**src/rtl/regfile_wb_if.sv**
```systemverilog
// Writeback/register-file bus: ALU result and load data in, operand reads and status flags out.
interface regfile_wb_if #(
    parameter int DW = 8,
    parameter int AW = 3
);
    logic [DW-1:0] Y;
    logic [DW-1:0] DIN;
    logic          WSEL;
    logic          WE;
    logic [AW-1:0] WADDR;
    logic          CI;
    logic          FLAG_WE;
    logic [AW-1:0] RADDR_A;
    logic [AW-1:0] RADDR_B;
    logic [DW-1:0] RDATA_A;
    logic [DW-1:0] RDATA_B;
    logic          ZF;
    logic          NF;
    logic          CF;

    modport master (
        output Y, DIN, WSEL, WE, WADDR, CI, FLAG_WE, RADDR_A, RADDR_B,
        input  RDATA_A, RDATA_B, ZF, NF, CF
    );

    modport slave (
        input  Y, DIN, WSEL, WE, WADDR, CI, FLAG_WE, RADDR_A, RADDR_B,
        output RDATA_A, RDATA_B, ZF, NF, CF
    );
endinterface

```
**src/rtl/regfile_wb.sv**
```systemverilog
// Writeback stage: selects ALU result or load data, stores it into the register file and
// updates Z/N/C flags; two combinational read ports feed the next instruction's operands.
module regfile_wb #(
    parameter int DW      = 8,
    parameter int NREG    = 8,
    parameter int AW      = 3,
    parameter bit ZERO_R0 = 1'b1
) (
    input  logic         clk,
    input  logic         rst_n,
    regfile_wb_if.slave  bus
);
    logic [DW-1:0]      wdata;
    logic [NREG*DW-1:0] regs_flat;
    logic               zf_reg;
    logic               nf_reg;
    logic               cf_reg;

    assign wdata = bus.WSEL ? bus.DIN : bus.Y;

    genvar gi;
    generate
        for (gi = 0; gi < NREG; gi++) begin : g_reg
            if (ZERO_R0 && gi == 0) begin : g_zero
                // Hard-wired zero register: writes to it are simply never captured.
                assign regs_flat[gi*DW +: DW] = '0;
            end else begin : g_store
                logic [DW-1:0] q_reg;
                logic          hit;

                assign hit = bus.WE && (bus.WADDR == AW'(gi));

                always_ff @(posedge clk or negedge rst_n) begin
                    if (!rst_n) begin
                        q_reg <= '0;
                    end else if (hit) begin
                        q_reg <= wdata;
                    end
                end

                assign regs_flat[gi*DW +: DW] = q_reg;
            end
        end
    endgenerate

    // Flags follow wdata even when the register write is disabled or dropped.
    always_ff @(posedge clk or negedge rst_n) begin
        if (!rst_n) begin
            zf_reg <= 1'b0;
            nf_reg <= 1'b0;
            cf_reg <= 1'b0;
        end else if (bus.FLAG_WE) begin
            zf_reg <= (wdata == '0);
            nf_reg <= wdata[DW-1];
            cf_reg <= bus.CI;
        end
    end

    // No write-to-read bypass: reads see the pre-edge contents.
    assign bus.RDATA_A = regs_flat[bus.RADDR_A*DW +: DW];
    assign bus.RDATA_B = regs_flat[bus.RADDR_B*DW +: DW];
    assign bus.ZF      = zf_reg;
    assign bus.NF      = nf_reg;
    assign bus.CF      = cf_reg;
endmodule
```
**src/flat_wrapper.sv**
```systemverilog
// flat-port wrapper written by rule: the top's interface ports become plain ports
module regfile_wb_flat 
#(
    parameter int DW      = 8,
    parameter int NREG    = 8,
    parameter int AW      = 3,
    parameter bit ZERO_R0 = 1'b1
)
  (clk, rst_n, bus_Y, bus_DIN, bus_WSEL, bus_WE, bus_WADDR, bus_CI, bus_FLAG_WE, bus_RADDR_A, bus_RADDR_B, bus_RDATA_A, bus_RDATA_B, bus_ZF, bus_NF, bus_CF);
  regfile_wb_if #(.DW(DW), .AW(AW)) bus_i ();
  input  logic clk;
  input  logic rst_n;
  input wire logic [$bits(bus_i.Y)-1:0] bus_Y;
  input wire logic [$bits(bus_i.DIN)-1:0] bus_DIN;
  input wire logic [$bits(bus_i.WSEL)-1:0] bus_WSEL;
  input wire logic [$bits(bus_i.WE)-1:0] bus_WE;
  input wire logic [$bits(bus_i.WADDR)-1:0] bus_WADDR;
  input wire logic [$bits(bus_i.CI)-1:0] bus_CI;
  input wire logic [$bits(bus_i.FLAG_WE)-1:0] bus_FLAG_WE;
  input wire logic [$bits(bus_i.RADDR_A)-1:0] bus_RADDR_A;
  input wire logic [$bits(bus_i.RADDR_B)-1:0] bus_RADDR_B;
  output wire logic [$bits(bus_i.RDATA_A)-1:0] bus_RDATA_A;
  output wire logic [$bits(bus_i.RDATA_B)-1:0] bus_RDATA_B;
  output wire logic [$bits(bus_i.ZF)-1:0] bus_ZF;
  output wire logic [$bits(bus_i.NF)-1:0] bus_NF;
  output wire logic [$bits(bus_i.CF)-1:0] bus_CF;
  assign bus_i.Y = bus_Y;
  assign bus_i.DIN = bus_DIN;
  assign bus_i.WSEL = bus_WSEL;
  assign bus_i.WE = bus_WE;
  assign bus_i.WADDR = bus_WADDR;
  assign bus_i.CI = bus_CI;
  assign bus_i.FLAG_WE = bus_FLAG_WE;
  assign bus_i.RADDR_A = bus_RADDR_A;
  assign bus_i.RADDR_B = bus_RADDR_B;
  assign bus_RDATA_A = bus_i.RDATA_A;
  assign bus_RDATA_B = bus_i.RDATA_B;
  assign bus_ZF = bus_i.ZF;
  assign bus_NF = bus_i.NF;
  assign bus_CF = bus_i.CF;
  regfile_wb #(.DW(DW), .NREG(NREG), .AW(AW), .ZERO_R0(ZERO_R0)) u_core (.clk(clk), .rst_n(rst_n), .bus(bus_i));
endmodule
```
**config.mk**
```make
export PLATFORM = sky130hd
export DESIGN_NAME = regfile_wb_flat
export DESIGN_NICKNAME = d
export VERILOG_FILES = /design/src/rtl/regfile_wb_if.sv /design/src/rtl/regfile_wb.sv /design/src/flat_wrapper.sv
export SDC_FILE = /design/constraint.sdc
export NUM_CORES = 1
export LEC_CHECK = 0
export CAP_MARGIN = 10
export CORE_MARGIN = 2
export CORE_UTILIZATION = 50
export CTS_CLUSTER_SIZE = 40
export DETAILED_ROUTE_END_ITERATION = 10
export PLACE_DENSITY = 0.75
export SLEW_MARGIN = 20
export SYNTH_ARGS = -nofsm -noshare
export SYNTH_HDL_FRONTEND = slang
export SYNTH_SLANG_ARGS = --single-unit
```
**constraint.sdc**
```tcl
create_clock -name clk -period 1.5 [get_ports clk]
set_clock_uncertainty 0.05 [all_clocks]
set_input_delay 0.3 -clock clk [delete_from_list [all_inputs] [get_ports clk]]
set_output_delay 0.3 -clock clk [all_outputs]
set_load 0.01 [all_outputs]
```
==> flow_metrics.env, run 1 <==
export IMPL_outcome="finished with violations"
export IMPL_violations="setup timing"
export IMPL_worstPathArrival_ns=1.60
export IMPL_die_area_um2=7110
export IMPL_synth_top_area_share_pct=45.77
export IMPL_wl_mm=10.33
export IMPL_layout_drive_gt1_share_pct=43.65
export IMPL_vias=3058
export IMPL_start_util_pct=51.39
export IMPL_largest_reg_flops=56
export IMPL_path_clk_slew_ns=0.06
export IMPL_syn_to_final_growth_pct=48.45
export IMPL_cp_cell_sequence="mux4_2 -> inv_1 -> a21oi_2 -> buf_2"
export IMPL_die_x_um=84.32
export IMPL_max_slew_margin_rel_pct=78.65
export IMPL_die_h_um=84.32
export IMPL_cts_buffers=9
export IMPL_max_stage_delay_ns=0.51
export IMPL_drt_iter0_markers=339
export IMPL_setup_viol=16
export IMPL_gp_congestion=0.7963
export IMPL_cp_top_family="multiplexers"
export IMPL_slew_viol_final=0
export IMPL_cts_root_buf="clkbuf_8"
export IMPL_cp_max_fo=3
export IMPL_final_common_cell="buf_4"
export IMPL_synthCells=303
export IMPL_fp_coreArea_um2=6277
export IMPL_p_leak_nw=2.175
export IMPL_portBuffers=49
export IMPL_synth_largest_area_cell="dfrtp_1"
export IMPL_fin_crit_ns=1.948
export IMPL_fmax_mhz=513.4
export IMPL_grt_max_degree=60
export IMPL_nNetsFinal=459
export IMPL_ys_ff_latch=59
export IMPL_peakVddDrop_v=0.0006542
export IMPL_min_period_over_period_pct=129.9
export IMPL_rsz0062_at_grt="true"
export IMPL_grt_usage_pct=29.12
export IMPL_num_antenna_cells=0
export IMPL_grt_pass1_wl_mm=15.86
export IMPL_end_kind="primary output"
export IMPL_clock_latency_ns=0.35
export IMPL_placed_cells_incl_taps=465
export IMPL_synth_area_leaders="dfrtp_1, mux4_1, mux2_2"
export IMPL_ios=50
export IMPL_timing_max_cap_violations=0
export IMPL_cp_slowest_cell="mux4_2"
export IMPL_crit_required_ns=1.15
export IMPL_ctsLongestPathBuffers=2
export IMPL_power_mw=5.679
export IMPL_syn_cell_area_um2=3226
export IMPL_path_buf_inv=2
export IMPL_ys_seq_area_share_pct=45.77
export IMPL_hold_viol_final=0
export IMPL_row_count=29
export IMPL_antenna_found_initial=0
export IMPL_ys_types=31
export IMPL_h_tree_depth=3
export IMPL_postLayoutCoreUtil_pct=76.28
export IMPL_mostFrequentLayoutCells="buf_4, dfrtp_1, nand2_1"
export IMPL_grt_ovfl_total=0
export IMPL_wl_per_cell_um=20.25
export IMPL_powerDensity_nw_per_um2=1186
export IMPL_syn_num_nets=334
export IMPL_avgSynthCellArea_um2=10.65
export IMPL_drc=0
export IMPL_avgViaCountPerCell=5.996
export IMPL_cts_tree="done"
export IMPL_grt_pass1_vias=3183
export IMPL_dpl_hpwl_mm=5.793
export IMPL_yosys_warnings=0
export IMPL_final_cells=510
export IMPL_dr_pass1_iters=5
export IMPL_tightest_slew_ns=0.3203
export IMPL_startpoint_type="flip-flop"
export IMPL_hp_class="input pin to asynchronous set/reset pin"
export IMPL_clkSinkCount=59
export IMPL_antenna_left=0
export IMPL_whs_ns=0.4411
export IMPL_critical_path_class="flip-flop to primary output"
export IMPL_setup_ws_ns=-0.4479
[final timing paths]
| path | startpoint | to | slack, ns | cells after the start |
|---|---|---|---|---|
| hold reg to reg | u_core.bus.CF$_DFFE_PN0P_ | u_core.bus.CF$_DFFE_PN0P_ | 0.47 | 1 |
| setup / recovery | u_core.g_reg[7].g_store.q_reg[3]$_DFFE_PN0P_ | bus_RDATA_A[3] | -0.45 | 4 |
| hold / removal | rst_n | u_core.g_reg[1].g_store.q_reg[0]$_DFFE_PN0P_ | 0.44 | 3 |
| max in group asynchronous | rst_n | u_core.g_reg[7].g_store.q_reg[6]$_DFFE_PN0P_ | 0.71 | 3 |
| min in group clk | u_core.bus.CF$_DFFE_PN0P_ | u_core.bus.CF$_DFFE_PN0P_ | 0.47 | 1 |
| setup reg to reg | u_core.g_reg[7].g_store.q_reg[6]$_DFFE_PN0P_ | u_core.g_reg[7].g_store.q_reg[6]$_DFFE_PN0P_ | 0.55 | 4 |
[cell families after synthesis]
group | Yosys count | synth area share [%]
simple gates | 82 | 11.68
compound gates | 91 | 15.83
mux | 42 | 21.06
buf+inv | 29 | 5.663
flops | 59 | 45.77
[power breakdown]
group | leakage, nW | switching (mW) | internal, mW
combinational | 1.35 | 0.784 | 1.04
clock | 0.119 | 0.647 | 1.02
sequential | 0.706 | 0.282 | 1.91
[final cells by class]
class,count,area [µm²]
clock inverter,5,75.07
clock buffer,11,151.4
timing repair buffer,136,1284
tap,77,96.34
multi-input combinational,215,1679
sequential,59,1476
fill,416,1489
inverter,7,26.28
[tightest hold or removal path, delay by kind of cell]
| kind | cells | cell delay, ns |
|---|---|---|
| buffers and inverters | 3 | 0.92 |
[synth_stat cells]
library cell	instances
dfrtp_1	59
nand2_1	42
o21ai_0	38
a21oi_1	32
nor2_1	26
mux2_2	17
mux4_1	10
mux2i_1	9
a22oi_1	8
a221oi_1	7
inv_1	7
mux4_2	6
buf_2	5
buf_4	5
clkbuf_1	4
and4bb_2	3
buf_6	3
clkbuf_2	3
nand4b_1	3
o21ai_1	3
buf_8	2
nor2b_1	2
a22o_1	1
a31o_1	1
and2b_4	1
nand4_1	1
nor3_1	1
nor4_1	1
o22ai_1	1
or4_1	1
or4b_1	1
[metrics by stage]
stage | setup WS (ns) | instance area, µm² | setup TNS (ns)
floorplan | -0.01910 | 3257 | -0.1337
finish | -0.4479 | 4788 | -5.958
global placement | -1.010 | 4248 | -22.16
CTS | -0.3556 | 4701 | -5.346
global route | -0.4737 | 4788 | -6.532
detailed placement | -1.065 | 4248 | -23.54
[repair_timing]
item / CTS / global route
hold buffers: 1 / 0
endpoints found under the hold margin: 59 / 0
buffers inserted: 23 / 3
cloned: 2 / 0
endpoints found under the setup margin: 19 / 16
pin swaps: 12 / 5
gates resized for setup: 119 / 17
[layer usage]
layer,vias up,track usage [%],part of all wire (%)
li1,1357,-,-
met3,38,6.981,6.1
met2,163,46.97,52
met5,-,0,0
met1,1500,36.95,39
met4,0,14.37,3.6
Note: power is estimated with default switching activity, not from simulation.
==> run 2, diff against run 1 <==
--- a/config.mk
+++ b/config.mk
@@ -11,7 +11,7 @@
 export CTS_CLUSTER_SIZE = 40
 export DETAILED_ROUTE_END_ITERATION = 10
 export PLACE_DENSITY = 0.75
-export SLEW_MARGIN = 20
 export SYNTH_ARGS = -nofsm -noshare
 export SYNTH_HDL_FRONTEND = slang
 export SYNTH_SLANG_ARGS = --single-unit
+export TNS_END_PERCENT = 5
==> run 2 against run 1 <==
  * The flow still finishes with violations (setup timing)
  * Largest power group unchanged
  * Flip-flop and latch count did not move
  * Utilization fell by 3.5 points
  * Critical endpoint is now bus_RDATA_B[6]
  * Count of clock-buffer cells in the layout fell by 1
  * Largest cell class unchanged
==> flow_metrics.env, run 2 (synthesized netlist as in run 1, its figures left out) <==
export IMPL_outcome="finished with violations"
export IMPL_violations="setup timing"
export IMPL_powerDensity_nw_per_um2=1114
export IMPL_final_cells=501
export IMPL_power_mw=5.092
export IMPL_p_int_mw=3.478
export IMPL_use_met1_pct=36.33
export IMPL_ctsLongestPathBuffers=2
export IMPL_nNetsFinal=450
export IMPL_dpl_hpwl_mm=5.688
export IMPL_placed_cell_area_um2=4215
export IMPL_hold_viol_final=0
export IMPL_grt_use_met2_pct=45.31
export IMPL_portBuffers=49
export IMPL_clkSinkCount=59
export IMPL_sw_frac_of_total_pct=31.71
export IMPL_timing_max_cap_violations=0
export IMPL_p_leak_nw=2.055
export IMPL_p_seq_share_pct=42.3
export IMPL_slew_viol_final=0
export IMPL_cp_top_family="multiplexers"
export IMPL_fp_coreArea_um2=6277
export IMPL_layout_drive_gt1_share_pct=40.57
export IMPL_path_buf_inv=1
export IMPL_grt_pass1_wl_mm=15.13
export IMPL_cts_root_buf="clkbuf_8"
export IMPL_die_area_um2=7110
export IMPL_grt_use_met3_pct=5.900
export IMPL_switchingPower_mw=1.615
export IMPL_dr_pass1_iters=5
export IMPL_rsz0062_at_grt="true"
export IMPL_setup_ws_ns=-0.3902
export IMPL_vias=2915
export IMPL_ios=50
export IMPL_peakVddDrop_v=0.0007140
export IMPL_start_util_pct=51.39
export IMPL_drc=0
export IMPL_critical_path_class="flip-flop to primary output"
export IMPL_mostFrequentLayoutCells="buf_4, dfrtp_1, nand2_1"
export IMPL_cp_slowest_cell="mux4_2"
export IMPL_max_stage_delay_ns=0.50
export IMPL_grt_usage_pct=27.62
export IMPL_whs_ns=0.4405
export IMPL_row_count=29
export IMPL_worstPathArrival_ns=1.54
export IMPL_hp_class="input pin to asynchronous set/reset pin"
export IMPL_tightest_slew_ns=0.3155
export IMPL_wl_mm=9.175
export IMPL_gp_congestion=0.8754
export IMPL_end_kind="primary output"
export IMPL_startpoint_type="flip-flop"
export IMPL_design_area_um2=4571
export IMPL_die_h_um=84.32
export IMPL_antenna_found_initial=0
export IMPL_setup_viol=16
export IMPL_crit_required_ns=1.15
export IMPL_final_common_cell="buf_4"
export IMPL_cts_tree="done"
export IMPL_placed_cells_incl_taps=464
export IMPL_grt_ovfl_total=0
export IMPL_cp_cell_sequence="mux4_2 -> nand2_2 -> o21ai_2 -> buf_2"
export IMPL_syn_to_final_growth_pct=41.70
export IMPL_top_usage_layer="met2"
export IMPL_path_clk_slew_ns=0.07
export IMPL_fin_crit_ns=1.890
export IMPL_largest_reg_flops=56
export IMPL_cts_buffers=9
export IMPL_num_antenna_cells=0
export IMPL_antenna_left=0
export IMPL_drt_iter0_markers=197
export IMPL_clkPwrFrac_pct=25.6
export IMPL_cp_max_fo=3
export IMPL_combPwrFrac_pct=32.1
export IMPL_fmax_mhz=529.1
export IMPL_wl_per_cell_um=18.31
export IMPL_max_slew_margin_rel_pct=78.97
export IMPL_min_period_over_period_pct=126.0
export IMPL_postLayoutCoreUtil_pct=72.81
export IMPL_h_tree_depth=3
export IMPL_die_x_um=84.32
export IMPL_clock_latency_ns=0.34
export IMPL_grt_pass1_vias=3042
export IMPL_grt_max_degree=60
export IMPL_avgViaCountPerCell=5.818
## run 2: worst reg2reg max path, delay by kind of cell, from the launching register on
family	cells	cell delay [ns]
AOI/OAI and AO/OA	1	0.05
and+or+nand+nor	1	0.09
buffers and inverters	2	0.26
DFF	1	0.39
## run 2: path summary, 6_finish.rpt
check                                                             start                                           end  slack [ns]  cells after the start
setup reg to reg           u_core.g_reg[4].g_store.q_reg[7]$_DFFE_PN0P_  u_core.g_reg[4].g_store.q_reg[7]$_DFFE_PN0P_        0.55                      4
setup / recovery           u_core.g_reg[6].g_store.q_reg[6]$_DFFE_PN0P_                                bus_RDATA_B[6]       -0.39                      4
min in group clk           u_core.g_reg[5].g_store.q_reg[2]$_DFFE_PN0P_  u_core.g_reg[5].g_store.q_reg[2]$_DFFE_PN0P_        0.45                      2
hold / removal                                                    rst_n  u_core.g_reg[1].g_store.q_reg[0]$_DFFE_PN0P_        0.44                      3
max in group asynchronous                                         rst_n  u_core.g_reg[5].g_store.q_reg[6]$_DFFE_PN0P_        0.70                      3
hold reg to reg            u_core.g_reg[5].g_store.q_reg[2]$_DFFE_PN0P_  u_core.g_reg[5].g_store.q_reg[2]$_DFFE_PN0P_        0.45                      2
## run 2: per-stage QoR
stage / setup TNS, ns / setup slack [ns]
after floorplan: -0.2031 / -0.01910
after global placement: -22.41 / -1.088
after detailed placement: -24.36 / -1.090
after CTS: -5.264 / -0.3532
after global routing: -6.081 / -0.4049
final: -5.438 / -0.3902
## run 2: what timing repair did
item,CTS,global route
setup buffers,17,1
hold endpoints to repair,59,0
setup endpoints to repair,19,16
pin swaps,11,2
gates cloned,2,0
gates resized for setup,109,11
hold buffers,1,0
## run 2: layout make-up
class,count,area [µm²]
clock inverters,6,41.29
well taps,77,96.34
fillers,439,1707
flip-flops and latches,59,1476
clock buffers,10,137.6
inverters,7,26.28
repair buffers,127,1180
multi-input cells,215,1613
## run 2: per-layer routing
layer	vias up	wire, µm
met5	-	0
met4	0	161
met3	14	647
met2	123	4454
met1	1435	3913
li1	1343	-
## run 2: power groups by stage
| stage | clock (mW) | combinational (mW) | sequential [mW] |
|---|---|---|---|
| after floorplan | 0 | 0.800 | 2.09 |
| after global placement | 0 | 1.47 | 2.13 |
| after detailed placement | 0 | 1.51 | 2.15 |
| after CTS | 1.31 | 1.58 | 2.13 |
| after global routing | 1.38 | 1.79 | 2.18 |
| final | 1.30 | 1.64 | 2.15 |
